`src/rtl/i2s_seq_transmitter.sv`:
```
// Double-buffered I2S DAC serializer: streams SEQ_LEN stereo samples per block,
// MSB first, aligned to codec-driven DACLRCK with the I2S one-BCLK delay.
module i2s_seq_transmitter #(
    parameter int DATA_W  = 16,
    parameter int SEQ_LEN = 16
) (
    input  logic                            i_clk,
    input  logic                            i_rst,
    input  logic                            i_lrc,
    input  logic                            i_load,
    input  logic [SEQ_LEN-1:0][DATA_W-1:0]  i_seq_l,
    input  logic [SEQ_LEN-1:0][DATA_W-1:0]  i_seq_r,
    output logic                            o_dacdat,
    output logic                            o_ready,
    output logic                            o_busy,
    output logic                            o_underrun,
    output logic                            o_overflow
);

    localparam int IDX_W = (SEQ_LEN > 1) ? $clog2(SEQ_LEN) : 1;
    localparam int CNT_W = (DATA_W > 1) ? $clog2(DATA_W) : 1;
    localparam logic [IDX_W-1:0] IDX_LAST = IDX_W'(SEQ_LEN - 1);
    localparam logic [CNT_W-1:0] CNT_LAST = CNT_W'(DATA_W - 1);

    typedef enum logic {
        S_IDLE,
        S_STREAM
    } state_t;

    state_t                           state_q, state_d;
    logic                             lrc_q;
    logic [SEQ_LEN-1:0][DATA_W-1:0]   shadow_l_q, shadow_r_q;
    logic [SEQ_LEN-1:0][DATA_W-1:0]   active_l_q, active_r_q;
    logic                             shadow_vld_q;
    logic [IDX_W-1:0]                 idx_q, idx_d;
    logic                             exhausted_q, exhausted_d;
    logic                             started_q, started_d;
    logic [DATA_W-1:0]                shift_q;
    logic [CNT_W-1:0]                 cnt_q;
    logic                             dacdat_q;
    logic                             underrun_q, underrun_d;
    logic                             overflow_q;

    logic                             fall, rise, block_start;
    logic                             take_shadow, bypass, send, load_shadow;
    logic [DATA_W-1:0]                word;

    assign fall        = lrc_q & ~i_lrc;
    assign rise        = ~lrc_q & i_lrc;
    // A left slot starts a new block when idle or when the active bank is used up.
    assign block_start = fall & ((state_q == S_IDLE) | exhausted_q);
    assign load_shadow = i_load & ~shadow_vld_q & ~bypass;

    always_comb begin
        state_d     = state_q;
        idx_d       = idx_q;
        exhausted_d = exhausted_q;
        started_d   = started_q;
        underrun_d  = 1'b0;
        take_shadow = 1'b0;
        bypass      = 1'b0;
        send        = 1'b0;
        word        = '0;
        if (block_start) begin
            send = 1'b1;
            if (shadow_vld_q) begin
                take_shadow = 1'b1;
                word        = shadow_l_q[0];
            end else if (i_load) begin
                bypass = 1'b1;
                word   = i_seq_l[0];
            end else begin
                underrun_d = started_q;
                state_d    = S_IDLE;
            end
            if (take_shadow || bypass) begin
                state_d     = S_STREAM;
                idx_d       = '0;
                exhausted_d = 1'b0;
                started_d   = 1'b1;
            end
        end else begin
            case (state_q)
                S_IDLE: begin
                    send = fall | rise;
                end
                S_STREAM: begin
                    if (fall) begin
                        send = 1'b1;
                        word = active_l_q[idx_q];
                    end else if (rise) begin
                        send = 1'b1;
                        if (!exhausted_q) begin
                            word = active_r_q[idx_q];
                            if (idx_q == IDX_LAST) begin
                                idx_d       = '0;
                                exhausted_d = 1'b1;
                            end else begin
                                idx_d = idx_q + 1'b1;
                            end
                        end
                    end
                end
                default: state_d = S_IDLE;
            endcase
        end
    end

    always_ff @(posedge i_clk or posedge i_rst) begin
        if (i_rst) begin
            state_q      <= S_IDLE;
            lrc_q        <= 1'b0;
            idx_q        <= '0;
            exhausted_q  <= 1'b0;
            started_q    <= 1'b0;
            underrun_q   <= 1'b0;
            overflow_q   <= 1'b0;
        end else begin
            state_q      <= state_d;
            lrc_q        <= i_lrc;
            idx_q        <= idx_d;
            exhausted_q  <= exhausted_d;
            started_q    <= started_d;
            underrun_q   <= underrun_d;
            overflow_q   <= i_load & shadow_vld_q;
        end
    end

    always_ff @(posedge i_clk or posedge i_rst) begin
        if (i_rst) begin
            shadow_vld_q <= 1'b0;
            shadow_l_q   <= '0;
            shadow_r_q   <= '0;
            active_l_q   <= '0;
            active_r_q   <= '0;
        end else begin
            if (load_shadow) begin
                shadow_vld_q <= 1'b1;
                shadow_l_q   <= i_seq_l;
                shadow_r_q   <= i_seq_r;
            end else if (take_shadow) begin
                shadow_vld_q <= 1'b0;
            end
            if (take_shadow) begin
                active_l_q <= shadow_l_q;
                active_r_q <= shadow_r_q;
            end else if (bypass) begin
                active_l_q <= i_seq_l;
                active_r_q <= i_seq_r;
            end
        end
    end

    // MSB leaves on the edge-detect posedge; a new edge always reloads the shifter.
    always_ff @(posedge i_clk or posedge i_rst) begin
        if (i_rst) begin
            shift_q  <= '0;
            cnt_q    <= '0;
            dacdat_q <= 1'b0;
        end else if (send) begin
            dacdat_q <= word[DATA_W-1];
            shift_q  <= {word[DATA_W-2:0], 1'b0};
            cnt_q    <= CNT_LAST;
        end else if (cnt_q != '0) begin
            dacdat_q <= shift_q[DATA_W-1];
            shift_q  <= {shift_q[DATA_W-2:0], 1'b0};
            cnt_q    <= cnt_q - 1'b1;
        end else begin
            dacdat_q <= 1'b0;
        end
    end

    assign o_dacdat   = dacdat_q;
    assign o_ready    = ~shadow_vld_q;
    assign o_busy     = (state_q == S_STREAM);
    assign o_underrun = underrun_q;
    assign o_overflow = overflow_q;

endmodule

```
`config.mk`:
```
export PLATFORM = sky130hd
export DESIGN_NAME = i2s_seq_transmitter
export DESIGN_NICKNAME = d
export VERILOG_FILES = /design/src/rtl/i2s_seq_transmitter.sv
export SDC_FILE = /design/constraint.sdc
export NUM_CORES = 2
export LEC_CHECK = 0
export BUFFER_PORTS_ARGS = -buffer_cell sky130_fd_sc_hd__buf_2
export CELL_PAD_IN_SITES_DETAIL_PLACEMENT = 1
export CELL_PAD_IN_SITES_GLOBAL_PLACEMENT = 1
export CORE_MARGIN = 2
export CORE_UTILIZATION = 47
export DETAILED_ROUTE_END_ITERATION = 10
export GPL_ROUTABILITY_DRIVEN = 0
export PLACE_DENSITY_LB_ADDON = 0.08
export SLEW_MARGIN = 20
export SYNTH_ARGS = -nofsm -noshare
export SYNTH_HDL_FRONTEND = slang
export SYNTH_SLANG_ARGS = --single-unit
```
`constraint.sdc`:
```
create_clock -name i_clk -period 37.8 [get_ports i_clk]
set_input_delay 3.78 -clock i_clk [delete_from_list [all_inputs] [get_ports i_clk]]
set_output_delay 3.78 -clock i_clk [all_outputs]
set_load 0.1 [all_outputs]
```
# == After elaboration in Yosys (flattened, before gate mapping) ==
# Index checks and enable logic that the tools add are counted.
# totals
ff_bits,1056
latchBits,0
mem_bits_rw,0
romBits,0
in_bits,516
out_inout_bits,5
elab_cells,162
mem_count,0
# classes
add_sub_neg,2
multipliers,0
n_div,0
order_cmp,1
n_eq_ne,6
n_shift,0
muxes,54
n_bitwise,13
n_reduce_logical,11
# ops
operator,n
$mux W256,4
$mux W16,11
$bmux W16 S4,2
$mux W4,9
$mux W1,27
$ne A2 B1 Y1 const B,5
$reduce_bool A2 Y1,5
$and A1 B1 Y1,6
$lt A4 B5 Y1 const B,1
$not A1 Y1,5
$reduce_and A5 Y1,1
$add A4 B1 Y4 const B,1
$eq A4 B4 Y1 const B,1
$reduce_and A4 Y1,1
$reduce_bool A4 Y1,1
$sub A4 B1 Y4 const B,1
$reduce_and A3 Y1,1
$or A1 B1 Y1,2
$pmux W1 S2,1
$reduce_and A2 Y1,1
$logic_or A1 B1 Y1,1

# == Depth between registers and ports, before layout ==
# depth
word_depth,8
depth_mapped,12
mapped_depth_nobuf,7

# == Least setup slack after synthesis ==
# OpenSTA, ideal clock, no wires.
# synth_timing
path_kind,register to output
start,register shadow_vld_q
end,output o_ready
arrival_ns,1.912
required_time_ns,34.020
path_slack_ns,32.108
path_stages_with_launch,5
path_buffers,3
path_cell_list,dfrtp_1 buf_2 inv_1 clkbuf_1 clkbuf_1
# synth_via
elab_chain_cells,1
# synth_rtl
item,line_no,source
start: declaration,34,logic shadow_vld_q;
start signal: assignment,131,shadow_vld_q <= 1'b0;
start signal: assignment,138,shadow_vld_q <= 1'b1;
start signal: assignment,142,shadow_vld_q <= 1'b0;
$not A1 Y1,174,assign o_ready = ~shadow_vld_q;
end: declaration,14,"output logic o_ready,"
# Every way passes these cells.

# == Final worst setup path ==
# layout_timing
start,input i_lrc
end,register shadow_r_q[180] (netlist bit)
# layout_via
elab_chain_cells,6
# layout_rtl
item,line_no,source
start: declaration,9,"input logic i_lrc,"
$not A1 Y1,48,assign fall = lrc_q & ~i_lrc;
$and A1 B1 Y1,48,
$and A1 B1 Y1,51,assign block_start = fall & ((state_q == S_IDLE) | exhausted_q);
$mux W1,64,if (block_start) begin
$not A1 Y1,52,assign load_shadow = i_load & ~shadow_vld_q & ~bypass;
$and A1 B1 Y1,52,
end signal: assignment,140,shadow_r_q <= i_seq_r;
end: declaration,32,"logic [SEQ_LEN-1:0][DATA_W-1:0] shadow_l_q, shadow_r_q;"
# Every way passes these cells.
# A chain may end at the register's enable or synchronous reset.

==> impl_metrics.json <==
{
  "cts_htree_levels": 3,
  "grt.total_usage_pct": 28.8,
  "die_h_um": 318,
  "clock-skew-final_ns": 0.0180,
  "synth_top_area_cell": "dfrtp_1",
  "antenna_left": 0,
  "syn_inst": 3975,
  "postCtsSetupBuffers": 0,
  "die_x_um": 318,
  "post_cts_resized": 0,
  "dp.cells": 5484,
  "stdcell_count": 5706,
  "drc": 0,
  "clk_pin_slew_ns": 0.06,
  "multi_input_area_um2": 18200,
  "drive_above_1_share_pct": 30.0,
  "clock-sinks": 1055,
  "dp_hpwl_mm": 96.9,
  "synth_fp_nets": 4495,
  "syn-cell-area_um2": 46400,
  "clockBufferDepth": 3,
  "worstPathArrival_ns": 8.07,
  "power_leakage_nw": 23.0,
  "rows": 115,
  "vias_per_cell": 5.94,
  "antenna_found_initial": 44,
  "synth.most_common_cell": "dfrtp_1",
  "setup_tns_ns": 0,
  "wl_mm": 146,
  "dr.pass1.iters": 7,
  "yosysWarnings": 0,
  "port_buffers": 520,
  "p_per_area_nw_per_um2": 81.0,
  "slew_violations": 0,
  "synth_top_cell_area_share_pct": 56.9,
  "async_reset_ff_share_pct": 100,
  "grt_pass1_vias": 35400,
  "hold_path_class": "reg -> reg",
  "nNetsFinal": 4837,
  "drtIter0Drc": 2512,
  "root_buffer": "clkbuf_16",
  "r2r-start": "shadow_vld_q",
  "max_slew.worst_pin.slew_ns": 1.11,
  "startpoint": "i_lrc",
  "synth-edff-count": 0,
  "hold_path_end": "started_q",
  "ff2ff_path_depth": 7,
  "synth_ff_type": "dfrtp_1",
  "seq_area_um2": 26400,
  "synth.distinct_cells": 52,
  "hold_depth": 1,
  "dp_slack_ns": 29.06,
  "routedWlPerCell_um": 25.7,
  "reg2reg_to": "shadow_r_q[180]",
  "avgSynthCellArea_um2": 11.7,
  "critPathLaunchType": "primary input",
  "rsz0062_at_grt": "no",
  "vdd.ir_drop.worst_mv": 0.0663,
  "slew_headroom_pct": 26.3,
  "cp-end-kind": "flop",
  "status": "complete, no violations",
  "r2r_setup_slack_ns": 32.97,
  "post-route-period-util_pct": 19.8,
  "vias": 33900,
  "hold_start": "started_q",
  "core_region_area_um2": 98100,
  "cp_data_required_time_ns": 38.38,
  "crit_type": "in -> reg",
  "start_util_pct": 47.3,
  "crit_fanout": 79,
  "hold_viol_final": 0,
  "io_pins": 521,
  "grt_overflow_total": 0,
  "fmax_ghz": 0.134,
  "ys_seq_area_share_pct": 56.9,
  "min_period_ns": 7.49,
  "tritoncts": "done",
  "clk-insertion-delay-late_ns": 0.70,
  "ys_ff_latch": 1055,
  "nFillCells": 10400,
  "postCtsHoldBufs": 0,
  "synth.area.top_cells": "dfrtp_1 57%, mux2_2 12%, o22ai_1 7.2%",
  "setup_viol": 0,
  "cts_made_buffers": 116,
  "grt_pass1_wl_mm": 223,
  "setup_slack_ns": 30.31,
  "final_area_um2": 53100,
  "dieArea_um2": 101000,
  "placement.cell_area_um2": 49300,
  "cap_viol_max_count": 0,
  "grt_start_max_net_pins": 279,
  "yosys-top-cells-count": "1055 x dfrtp_1, 555 x nand2_1, 536 x o22ai_1",
  "syn_to_final_growth_pct": 14.5
}
[power breakdown]
group	internal (mW)	switching, mW	total, mW
registers	1.65	0.314	1.96
logic	0.589	0.643	1.23
clock network	0.644	0.463	1.11
[cells in the final DEF, fill, tap and decap left out, drive strengths merged, types with 8 or more instances in the layout]
cell type,n
a41oi,14
mux2,512
clkinv,14
nor2b,8
nand2,555
diode,17
dfrtp,1055
nor2,46
mux2i,149
inv,10
clkbuf,186
o21ai,528
nor3,38
buf,570
mux4,62
o22ai,536
a221o,11
a22oi,34
[logic make-up (layout without fill, tap and decap cells)]
family | Yosys count | in the layout | share of synthesized area, %
other cells | 0 | 17 | 0
xor+xnor | 2 | 2 | 0.0378
flops | 1055 | 1055 | 56.9
fa+ha+maj | 4 | 4 | 0.108
compound gates | 1157 | 1157 | 14.5
mux | 723 | 723 | 18.7
buf+inv | 356 | 783 | 3.92
simple gates | 678 | 678 | 5.85
[through the flow]
step / total power [mW] / hold WS, ns / utilization [%]
2_1_floorplan: 2.79 / 0.425 / -
3_3_place_gp: 3.13 / 0.447 / 50.3
3_5_place_dp: 3.21 / 0.461 / 50.3
4_1_cts: 4.33 / 0.475 / 54.0
5_1_grt: 4.56 / 0.497 / 54.1
6_report: 4.30 / 0.471 / 54.1
[critical path, cell delays in order]
cell and delay [ns]:
buf_2 0.13, inv_1 0.05, ha_1 0.43, nand2b_1 0.20, and2_4 0.41, buf_4 0.88, buf_4 0.76, buf_4 0.82
mux2_2 0.42
[registers in the layout, indices dropped and copies added (netlist names), 4 cells and up]
name        cells
idx_q           4
cnt_q           4
active_l_q    256
shift_q        15
shadow_l_q    256
shadow_r_q    256
active_r_q    256
[metal layers]
metal  wire length (µm)  vias up  global-route usage, %
met5                120        -                      0
met4               4390       18                   9.05
met3               5880      237                   3.78
met2              70900      737                   47.0
met1              65100    17600                   40.1
li1                   -    15300                      -
[how the worst max path moves through the flow]
stage / end / slack [ns]
floorplan: active_l_q[0] / 4.32
global placement: shadow_r_q[177] / 29.11
detailed placement: shadow_r_q[31] / 29.06
CTS: shadow_r_q[31] / 29.81
global route: shadow_r_q[169] / 30.09
finish: shadow_r_q[180] / 30.31
[area by class of cell]
| cell class | instances | area share, % |
|---|---|---|
| clock buffers | 186 | 6.55 |
| repair buffers | 570 | 5.90 |
| well taps | 1287 | 3.03 |
| multi-input cells | 2564 | 34.2 |
| diodes | 17 | 0.0801 |
| inverters | 10 | 0.0989 |
| flip-flops and latches | 1055 | 49.7 |
| clock inverters | 17 | 0.365 |
No activity file was read; power rests on OpenSTA's default activity.
